==> src/rtl/watch_time_ctrl_pkg.sv <==
// Shared encodings and field widths for the watch timekeeping controller.
package watch_time_ctrl_pkg;

    typedef enum logic [1:0] {
        MODE_RUN      = 2'd0,
        MODE_SET_HOUR = 2'd1,
        MODE_SET_MIN  = 2'd2,
        MODE_ILLEGAL  = 2'd3
    } mode_e;

    localparam int SEC_MOD   = 60;
    localparam int MIN_MOD   = 60;
    localparam int SEC_W     = 6;
    localparam int MIN_W     = 6;
    localparam int HOUR_W    = 5;
    localparam int TIMEOUT_W = 6;

endpackage

==> src/rtl/watch_time_ctrl_mod_counter.sv <==
// Modulo-N counter with synchronous clear and a combinational wrap carry.
module mod_counter #(
    parameter int N = 60,
    parameter int W = 6
) (
    input  logic         clk_i,
    input  logic         rst_i,
    input  logic         inc_en,
    input  logic         clear,
    output logic [W-1:0] value,
    output logic         carry_o
);

    localparam logic [W-1:0] LAST = W'(N - 1);

    assign carry_o = inc_en && (value == LAST);

    // Clear has priority; otherwise step and wrap from N-1 back to zero.
    always_ff @(posedge clk_i or posedge rst_i) begin
        if (rst_i) begin
            value <= '0;
        end else if (clear) begin
            value <= '0;
        end else if (inc_en) begin
            value <= (value == LAST) ? '0 : value + W'(1);
        end
    end

endmodule

==> src/rtl/watch_time_ctrl.sv <==
// Watch timekeeping: seconds/minutes/hours chain plus the time-setting state machine.
module watch_time_ctrl
    import watch_time_ctrl_pkg::*;
#(
    parameter int HOURS_MOD     = 24,
    parameter int SET_TIMEOUT_S = 30
) (
    input  logic       clk_i,
    input  logic       rst_i,
    input  logic       tick_i,
    input  logic       btn_mode_i,
    input  logic       btn_inc_i,
    output logic [5:0] sec_o,
    output logic [5:0] min_o,
    output logic [4:0] hour_o,
    output logic [1:0] mode_o,
    output logic       blink_o
);

    localparam logic [TIMEOUT_W-1:0] TIMEOUT_LIMIT = TIMEOUT_W'(SET_TIMEOUT_S);
    localparam logic [TIMEOUT_W-1:0] TIMEOUT_MAX   = '1;

    mode_e                state;
    logic [TIMEOUT_W-1:0] timeout_cnt;
    logic [TIMEOUT_W-1:0] timeout_next;
    logic                 in_run;
    logic                 in_set_hour;
    logic                 in_set_min;
    logic                 sec_inc;
    logic                 min_inc;
    logic                 hour_inc;
    logic                 sec_clear;
    logic                 sec_carry;
    logic                 min_carry;
    logic                 hour_carry_unused;

    assign in_run      = (state == MODE_RUN);
    assign in_set_hour = (state == MODE_SET_HOUR);
    assign in_set_min  = (state == MODE_SET_MIN);

    // Carries only chain while running; in set mode the inc button steps one field
    // on its own, and a simultaneous mode press swallows the inc.
    assign sec_inc   = in_run && tick_i;
    assign min_inc   = (in_run && sec_carry) || (in_set_min && btn_inc_i && !btn_mode_i);
    assign hour_inc  = (in_run && min_carry) || (in_set_hour && btn_inc_i && !btn_mode_i);
    assign sec_clear = in_set_min && btn_mode_i;

    assign timeout_next = (timeout_cnt == TIMEOUT_MAX) ? timeout_cnt : timeout_cnt + TIMEOUT_W'(1);
    assign mode_o       = state;

    mod_counter #(.N(SEC_MOD), .W(SEC_W)) u_sec (
        .clk_i   (clk_i),
        .rst_i   (rst_i),
        .inc_en  (sec_inc),
        .clear   (sec_clear),
        .value   (sec_o),
        .carry_o (sec_carry)
    );

    mod_counter #(.N(MIN_MOD), .W(MIN_W)) u_min (
        .clk_i   (clk_i),
        .rst_i   (rst_i),
        .inc_en  (min_inc),
        .clear   (1'b0),
        .value   (min_o),
        .carry_o (min_carry)
    );

    mod_counter #(.N(HOURS_MOD), .W(HOUR_W)) u_hour (
        .clk_i   (clk_i),
        .rst_i   (rst_i),
        .inc_en  (hour_inc),
        .clear   (1'b0),
        .value   (hour_o),
        .carry_o (hour_carry_unused)
    );

    // Mode sequencing, blink generation and the idle timeout that drops back to RUN.
    always_ff @(posedge clk_i or posedge rst_i) begin
        if (rst_i) begin
            state       <= MODE_RUN;
            blink_o     <= 1'b0;
            timeout_cnt <= '0;
        end else begin
            case (state)
                MODE_RUN: begin
                    timeout_cnt <= '0;
                    blink_o     <= 1'b0;
                    if (btn_mode_i) begin
                        state   <= MODE_SET_HOUR;
                        blink_o <= 1'b1;
                    end
                end
                MODE_SET_HOUR, MODE_SET_MIN: begin
                    if (btn_mode_i) begin
                        timeout_cnt <= '0;
                        if (in_set_hour) begin
                            state   <= MODE_SET_MIN;
                            blink_o <= 1'b1;
                        end else begin
                            state   <= MODE_RUN;
                            blink_o <= 1'b0;
                        end
                    end else if (tick_i) begin
                        if (btn_inc_i) begin
                            timeout_cnt <= '0;
                            blink_o     <= ~blink_o;
                        end else if (timeout_next >= TIMEOUT_LIMIT) begin
                            state       <= MODE_RUN;
                            blink_o     <= 1'b0;
                            timeout_cnt <= '0;
                        end else begin
                            timeout_cnt <= timeout_next;
                            blink_o     <= ~blink_o;
                        end
                    end else if (btn_inc_i) begin
                        timeout_cnt <= '0;
                    end
                end
                default: begin
                    state       <= MODE_RUN;
                    blink_o     <= 1'b0;
                    timeout_cnt <= '0;
                end
            endcase
        end
    end

endmodule
==> config.mk <==
export PLATFORM = sky130hd
export DESIGN_NAME = watch_time_ctrl
export DESIGN_NICKNAME = d
export VERILOG_FILES = /design/src/rtl/watch_time_ctrl_pkg.sv /design/src/rtl/watch_time_ctrl_mod_counter.sv /design/src/rtl/watch_time_ctrl.sv
export SDC_FILE = /design/constraint.sdc
export NUM_CORES = 1
export LEC_CHECK = 0
export ABC_AREA = 0
export ABC_CLOCK_PERIOD_IN_PS = 3050
export CORE_AREA = 2 2 76 78
export DETAILED_ROUTE_END_ITERATION = 7
export DIE_AREA = 0 0 78 80
export PLACE_DENSITY = 0.58
export SLEW_MARGIN = 20
export SYNTH_ARGS = -nofsm -noshare
export SYNTH_HDL_FRONTEND = slang
export SYNTH_SLANG_ARGS = --single-unit
==> constraint.sdc <==
create_clock -name clk_i -period 3.05 [get_ports clk_i]
set_input_delay 0.915 -clock clk_i [delete_from_list [all_inputs] [get_ports clk_i]]
set_output_delay 0.915 -clock clk_i [all_outputs]
set_load 0.05 [all_outputs]
==> impl_results.md, run 1 <==
* Status: completed
* Final nets at about 200
* CP top delay family: buffers and inverters
* Comb pwr share at 49.8%
* CP Class: flop to output port
* Total CTS buffers at 3
* Levels on crit path at 1
* Reg2Reg Setup Slack at 1.05 ns
* Cell taking the most area after synthesis: dfrtp_1
* RSZ-0062 raised after global routing: false
* Seq pwr share at approximately 35%
* DRC violations left at 0
* Layout area overhead at 24.08%
* FF+latch count, synth at 26
* DR WL met3 at 99 um
* Critical Path Sink Type: output port
* CTS tree: yes
* Largest net degree at the start of global routing at 27
* Power Internal at between 0.7 and 0.8 mW
* Pleak at 0.7987 nW
* RePlAce Congestion at around 0.83
* Simple-gate area share of the yosys netlist at 23.14%
* Post-synthesis compound-gate area fraction at 21.02%
* Maximum fanout along the worst path at 9
* Clock-pin slew on the worst setup and hold paths at about 0.090 ns
* Non-Filler Instances at 264
* WL met1 at 1.763 mm
* Worst IR Drop VDD at between 400 and 500 uV
* Slew Limit Fails at 0
* Initial Util at between 20% and 30%
* P per Cell Area at 730.2 mW/mm2
* Buf+Inv Stages, Crit Path at 1
* Gr ovfl total at 0
* Largest family of logic cells by synthesized area: simple AND/OR/NAND/NOR gates
* I/O pin count at 25
* Mapped Area at 0.001595 mm2
* Critical path launch point type: flop
* Worst Skew at 0.002466 ns
* Area of the multi-input gates at 902.1 um2
* Met2 WL at 1.567 mm
* Die height at about 80 um
* Critical Path RT at 2.13 ns
* Clk pwr share at 15.5%
* Fin crit period at 2.546 ns
* Hold Path Origin: u_sec.value[1]$_DFFE_PP0P_
* Main synth FF type: dfrtp_1
* Achievable frequency at 392.8 MHz
* Xor/xnor share of the synthesized area at 1.098%
* Period utilization at 83.46%
* HP Class: flop to flop
* Setup TNS at 0 ns
* Syn Area/Cell at 9.610 um2
* Commonest non-fill, non-tap cell in the layout: dfrtp_1
* Register area share after synthesis at 40.78%
* CTS Sinks at 26
* Main area contributors after synthesis: dfrtp_1 (41%), ha_1 (6.3%), a21oi_1 (3.5%)
* Max Used Layer: met4
* # fillers at 577
* Placed insts at between 200 and 300
* CP max stage cell: clkdlybuf4s50_1
* CTS Buffer Depth at 2
* Yosys top cell area share at between 40 and 50%
* EDFF count, synth at 0
* Least-Margin Pin Slew at just over 0.5 ns
* Commonest non-fill, non-tap cells in the layout: dfrtp_1 (26), clkdlybuf4s50_1 (24), nand2_1 (13), a21oi_1 (11), nor2_1 (10)
* Routed vias/inst at 5.087
* Sw frac at between 40% and 50%
* CTS Root Cell: clkbuf_8
* Share of post-route cells with drive strength above 1 at under 10%
* Number of global-route vias before repair at 1329
* Reg2reg start: mode_o[0]$_DFFE_PP0P_
* Seq. cell area at 650.6 um2
* Final setup fails at 0
* Hold endpoint: u_sec.value[1]$_DFFE_PP0P_
* R2R cell count at 6
* Final Core Density at between 30% and 40%
* Die area at 0.006240 mm2
* Mapped Nets at between 150 and 200
* Synthesis warning total at 0
* Antenna Nets Post-Route at 0
* Adder-cell share of the synthesized area at 6.275%
* Post-cts sizing count at 0
* Initial DRC Count at 64
* Worst r2r dst: timeout_cnt[2]$_DFFE_PP0P_
* Die X at 78 um
* Hold Path Depth at 2
* Critical path's largest stage delay at approximately 0.86 ns
* H-Tree Depth at 1
* GRT Util Overall at between 10% and 20%
* # Post-CTS Setup Buffers at 0
* Max-cap violations at 0
* Asr flop ratio synth at 100.0%
* Mux contribution to synthesized area at 5.020%
* Hold-fix buffers at CTS at 0
* Net Sw Power at 0.6585 mW
* Max-slew headroom at 66.28%
* CP arrival at about 1.6 ns
* Number of antenna repair diodes at 0
* Clock latency at the later pin of the worst-skew pair at 0.27 ns
* Vias post-DR at 1343
* Core area at ~0.0054 mm2
* WL final at 3.446 mm
* CP Cell Sequence: clkdlybuf4s50_1
* Global-route wire length before repair at 6.113 mm
* Dpl hpwl at 2.559 mm
* Pre-antenna DRT Iters at 4
* Cells after Synth at 166
* # port buffers at 24
* Num rows at 27
* Antenna violations before repair at 0
* Hold Fails Final Rpt at 0
* Routed wire length per instance at 13.05 um
* Yosys cell types at 48
==> power by group through the flow <==
stage	sequential [mW]	clock [mW]	combinational [mW]
CTS	0.501	0.233	0.723
floorplan	0.718	0	0.287
detailed placement	0.509	0	0.719
global route	0.512	0.248	0.790
global placement	0.509	0	0.715
finish	0.500	0.225	0.720
==> registers in the layout (all words and copies together), names as in the netlist <==
register / flops
timeout_cnt: 6
u_min.value: 6
u_sec.value: 6
u_hour.value: 5
mode_o: 2
blink_o: 1
==> metrics by stage <==
stage / hold slack (ns) / area, um2 / worst slack, ns / total power [mW]
global route: 0.6062 / 1979 / 0.4422 / 1.550
finish: 0.5786 / 1979 / 0.5045 / 1.445
floorplan: 0.5415 / 1595 / 0.9157 / 1.005
CTS: 0.5798 / 1979 / 0.4939 / 1.457
detailed placement: 0.5610 / 1924 / 0.3714 / 1.228
global placement: 0.5527 / 1924 / 0.4098 / 1.224
==> worst max path at each step <==
stage,start,end,slack [ns]
after detailed placement,btn_mode_i,u_hour.value[0]$_DFFE_PP0P_,0.37
after global routing,u_sec.value[2]$_DFFE_PP0P_,sec_o[2],0.44
final,u_sec.value[2]$_DFFE_PP0P_,sec_o[2],0.50
after CTS,u_sec.value[2]$_DFFE_PP0P_,sec_o[2],0.49
after floorplan,tick_i,u_hour.value[0]$_DFFE_PP0P_,0.92
after global placement,btn_mode_i,u_hour.value[0]$_DFFE_PP0P_,0.41
==> cell usage after synthesis, drive strengths merged, types with 2 or more instances <==
cell	count
dfrtp	26
nand2	13
a21oi	11
nor2	10
ha	8
nand3	8
inv	7
o21ai	7
or3	6
and2	5
mux2	5
nor3b	5
a31oi	4
nor3	4
a41oi	3
clkbuf	3
nor2b	3
o31ai	3
a211o	2
a311oi	2
and3b	2
mux2i	2
nand3b	2
o2111ai	2
o22ai	2
or2	2
==> logic make-up after synthesis <==
group                      Yosys count
buffers and inverters               11
DFF                                 26
muxes                                7
adders and majority gates            8
xor gates and xnor gates             2
AOI/OAI and AO/OA                   46
and+or+nand+nor                     66
==> final cells by class <==
cell class	instances	share of cell area (%)
clock buffers	4	2.781
inverters	7	1.327
multi-input cells	129	45.58
repair buffers	26	12.90
flip-flops and latches	26	32.87
well taps	72	4.551
==> per-layer routing <==
layer  up-vias  global-route usage [%]
li1        675                       -
met1       647                   16.01
met2        19                   20.43
met3         2                   1.923
met4         0                   3.158
met5         -                       0
Power figures use the tool's default switching activity.
==> run 2: changes to the inputs <==
--- a/config.mk
+++ b/config.mk
@@ -6,7 +6,7 @@
 export NUM_CORES = 1
 export LEC_CHECK = 0
 export ABC_AREA = 0
-export ABC_CLOCK_PERIOD_IN_PS = 3050
+export ABC_CLOCK_PERIOD_IN_PS = 2550
 export CORE_AREA = 2 2 76 78
 export DETAILED_ROUTE_END_ITERATION = 7
 export DIE_AREA = 0 0 78 80
==> constraint.sdc (replaced) <==
create_clock -name clk_i -period 2.55 [get_ports clk_i]
set_input_delay 0.765 -clock clk_i [delete_from_list [all_inputs] [get_ports clk_i]]
set_output_delay 0.765 -clock clk_i [all_outputs]
set_load 0.05 [all_outputs]
==> impl_results.md, run 2 (synthesis gave the netlist of run 1 again) <==
* Max-slew headroom at 66.42% (+0.14 points)
* # port buffers at 24 (unchanged)
* Global-route wire length before repair at 5.775 mm (-5.5%)
* Setup TNS at 0 ns (unchanged)
* RePlAce Congestion at 0.7758 (-6.3%)
* CP Cell Sequence: clkdlybuf4s50_1
* Hold Path Origin: u_min.value[1]$_DFFE_PP0N_
* Final setup fails at 0 (unchanged)
* Max-cap violations at 0 (unchanged)
* Crit path from: u_sec.value[2]$_DFFE_PP0P_
* Hold Fails Final Rpt at 0 (unchanged)
* CP arrival at 1.64 ns (about the same)
* # fillers at 587 (+1.7%)
* Reg2Reg Setup Slack at 0.62 ns (-0.43 ns)
* Achievable frequency at 416.3 MHz
* Pre-antenna DRT Iters at 4 (unchanged)
* Initial Util at 29.51% (unchanged)
* Antenna violations before repair at 0 (unchanged)
* Initial DRC Count at 50 (-22%)
* Pleak at 0.8156 nW (+2.1%)
* DRC violations left at 0 (unchanged)
* CTS Buffer Depth at 2 (unchanged)
* Critical path launch point type: flop
* Hold endpoint: u_min.value[1]$_DFFE_PP0N_
* Die area at 0.006240 mm2 (unchanged)
* Least-Margin Pin Slew at 0.5021 ns (-0.002102 ns)
* R2R cell count at 6 (unchanged)
* CTS tree: yes
* Design area at 0.002011 mm2 (+1.6%)
* Final nets at 208 (+0.97%)
* CP max stage cell: clkdlybuf4s50_1
* Routed vias/inst at 5.041 (-0.90%)
* Number of global-route vias before repair at 1273 (-4.2%)
* CTS Sinks at 26 (unchanged)
* Worst Skew at 0.006943 ns (+0.004477 ns)
* Worst r2r dst: timeout_cnt[2]$_DFFE_PP0P_
* Commonest non-fill, non-tap cells in the layout: dfrtp_1 (26), clkdlybuf4s50_1 (24), nand2_1 (13), a21oi_1 (11), nor2_1 (10)
* Largest net degree at the start of global routing at 27 (unchanged)
* Top flop regs: timeout_cnt (6), u_min.value (6), u_sec.value (6)
* Die X at 78 um (unchanged)
* Post-cts sizing count at 0 (unchanged)
* Reg2reg start: mode_o[0]$_DFFE_PP0P_
* Worst IR Drop VDD at 502.5 uV (+2.5%)
* Antenna Nets Post-Route at 0 (unchanged)
* Hold-fix buffers at CTS at 0 (unchanged)
* CTS Root Cell: clkbuf_8
* Die height at 80 um (unchanged)
* Gr ovfl total at 0 (unchanged)
* CP Class: flop to output port
* Share of post-route cells with drive strength above 1 at 8.763% (+0.95 points)
* Vias post-DR at 1341 (-0.15%)
* RSZ-0062 raised after global routing: false
* Critical Path Sink Type: output port
* Fin crit period at 2.402 ns
* Critical Path RT at 1.79 ns (-0.34 ns)
* Clock-pin slew on the worst setup and hold paths at 0.10 ns (about the same)
* Commonest non-fill, non-tap cell in the layout: dfrtp_1
* Buf+Inv Stages, Crit Path at 1 (unchanged)
* Clock latency at the later pin of the worst-skew pair at 0.27 ns (about the same)
* DP Area at 0.001939 mm2 (+0.78%)
* WL final at 3.310 mm (-3.9%)
* P per Cell Area at 894.5 mW/mm2 (+23%)
* Total CTS buffers at 3 (unchanged)
* HP Class: flop to flop
* Num rows at 27 (unchanged)
* Routed wire length per instance at 12.44 um (-4.7%)
* Critical path's largest stage delay at 0.86 ns (about the same)
* Core area at 0.005405 mm2 (unchanged)
* GRT Util Overall at 11.32% (-0.73 points)
* Maximum fanout along the worst path at 9 (unchanged)
* Layout area overhead at 26.04%
* Slew Limit Fails at 0 (unchanged)
* Dpl hpwl at 2.520 mm (-1.5%)
* Tot Pwr at 1.799 mW (+24%)
* Number of antenna repair diodes at 0 (unchanged)
* CP top delay family: buffers and inverters
* Status: completed
* Hold Path Depth at 1 (-1)
* Period utilization at 94.21%
* H-Tree Depth at 1 (unchanged)
* I/O pin count at 25 (unchanged)
* # Post-CTS Setup Buffers at 0 (unchanged)
==> run 2: changes by cell type in the layout (fill, tap and decap cells not counted), sizes merged <==
cell,change
bufinv,+1
buf,+2
clkbuf,-1
==> run 2: area by class of cell <==
class	count	area (um2)	area share (%)
repair buffers	28	270.3	13.44
clock inverters	1	30.03	1.493
inverters	7	26.28	1.307
multi-input cells	129	902.1	44.87
clock buffers	3	41.29	2.054
flip-flops and latches	26	650.6	32.36
well taps	72	90.09	4.480
==> run 2: worst register-to-register path: stages (launching register included) <==
cell	delay [ns]
dfrtp_1	0.43
inv_1	0.08
ha_1	0.37
nor2b_1	0.25
nand2b_1	0.20
or3_1	0.41
a21oi_1	0.11
==> run 2: metal layers <==
layer | up-vias | track usage, % | wire, um
li1 | 684 | - | -
met1 | 636 | 14.08 | 1586
met2 | 17 | 20.00 | 1594
met3 | 4 | 2.489 | 102
met4 | 0 | 2.632 | 27
met5 | - | 0 | 0
==> run 2: report_power, final <==
part           internal [mW]  switching [mW]  leakage [nW]
clock network          0.210           0.134        0.0357
logic                  0.317           0.541         0.430
registers              0.494           0.102         0.350
total                   1.02           0.777         0.816
==> run 2: worst max path at each step <==
| stage | cells past startpoint | slack (ns) | end |
|---|---|---|---|
| floorplan | 6 | 0.44 | u_min.value[2]$_DFFE_PP0N_ |
| global placement | 5 | 0.17 | u_min.value[2]$_DFFE_PP0N_ |
| detailed placement | 5 | 0.12 | u_hour.value[0]$_DFFE_PP0P_ |
| CTS | 1 | 0.12 | sec_o[2] |
| global route | 1 | 0.07 | sec_o[2] |
| finish | 1 | 0.15 | sec_o[2] |
==> run 2: metrics by stage <==
stage / util [%] / worst slack (ns) / hold slack, ns / instances
after global routing: 37.20 / 0.06967 / 0.5939 / 266
after global placement: 35.88 / 0.1698 / 0.5579 / 262
final: 37.20 / 0.1477 / 0.5601 / 266
after floorplan: - / 0.4367 / 0.5415 / 166
after detailed placement: 35.88 / 0.1243 / 0.5446 / 262
after CTS: 37.20 / 0.1218 / 0.5724 / 266
==> run 3: changes to the inputs <==
--- a/config.mk
+++ b/config.mk
@@ -7,6 +7,7 @@
 export LEC_CHECK = 0
 export ABC_AREA = 0
 export ABC_CLOCK_PERIOD_IN_PS = 2550
+export CAP_MARGIN = 20
 export CORE_AREA = 2 2 76 78
 export DETAILED_ROUTE_END_ITERATION = 7
 export DIE_AREA = 0 0 78 80
==> results of run 3 <==
No change in the layout: final DEF, timing and power equal those of run 2.
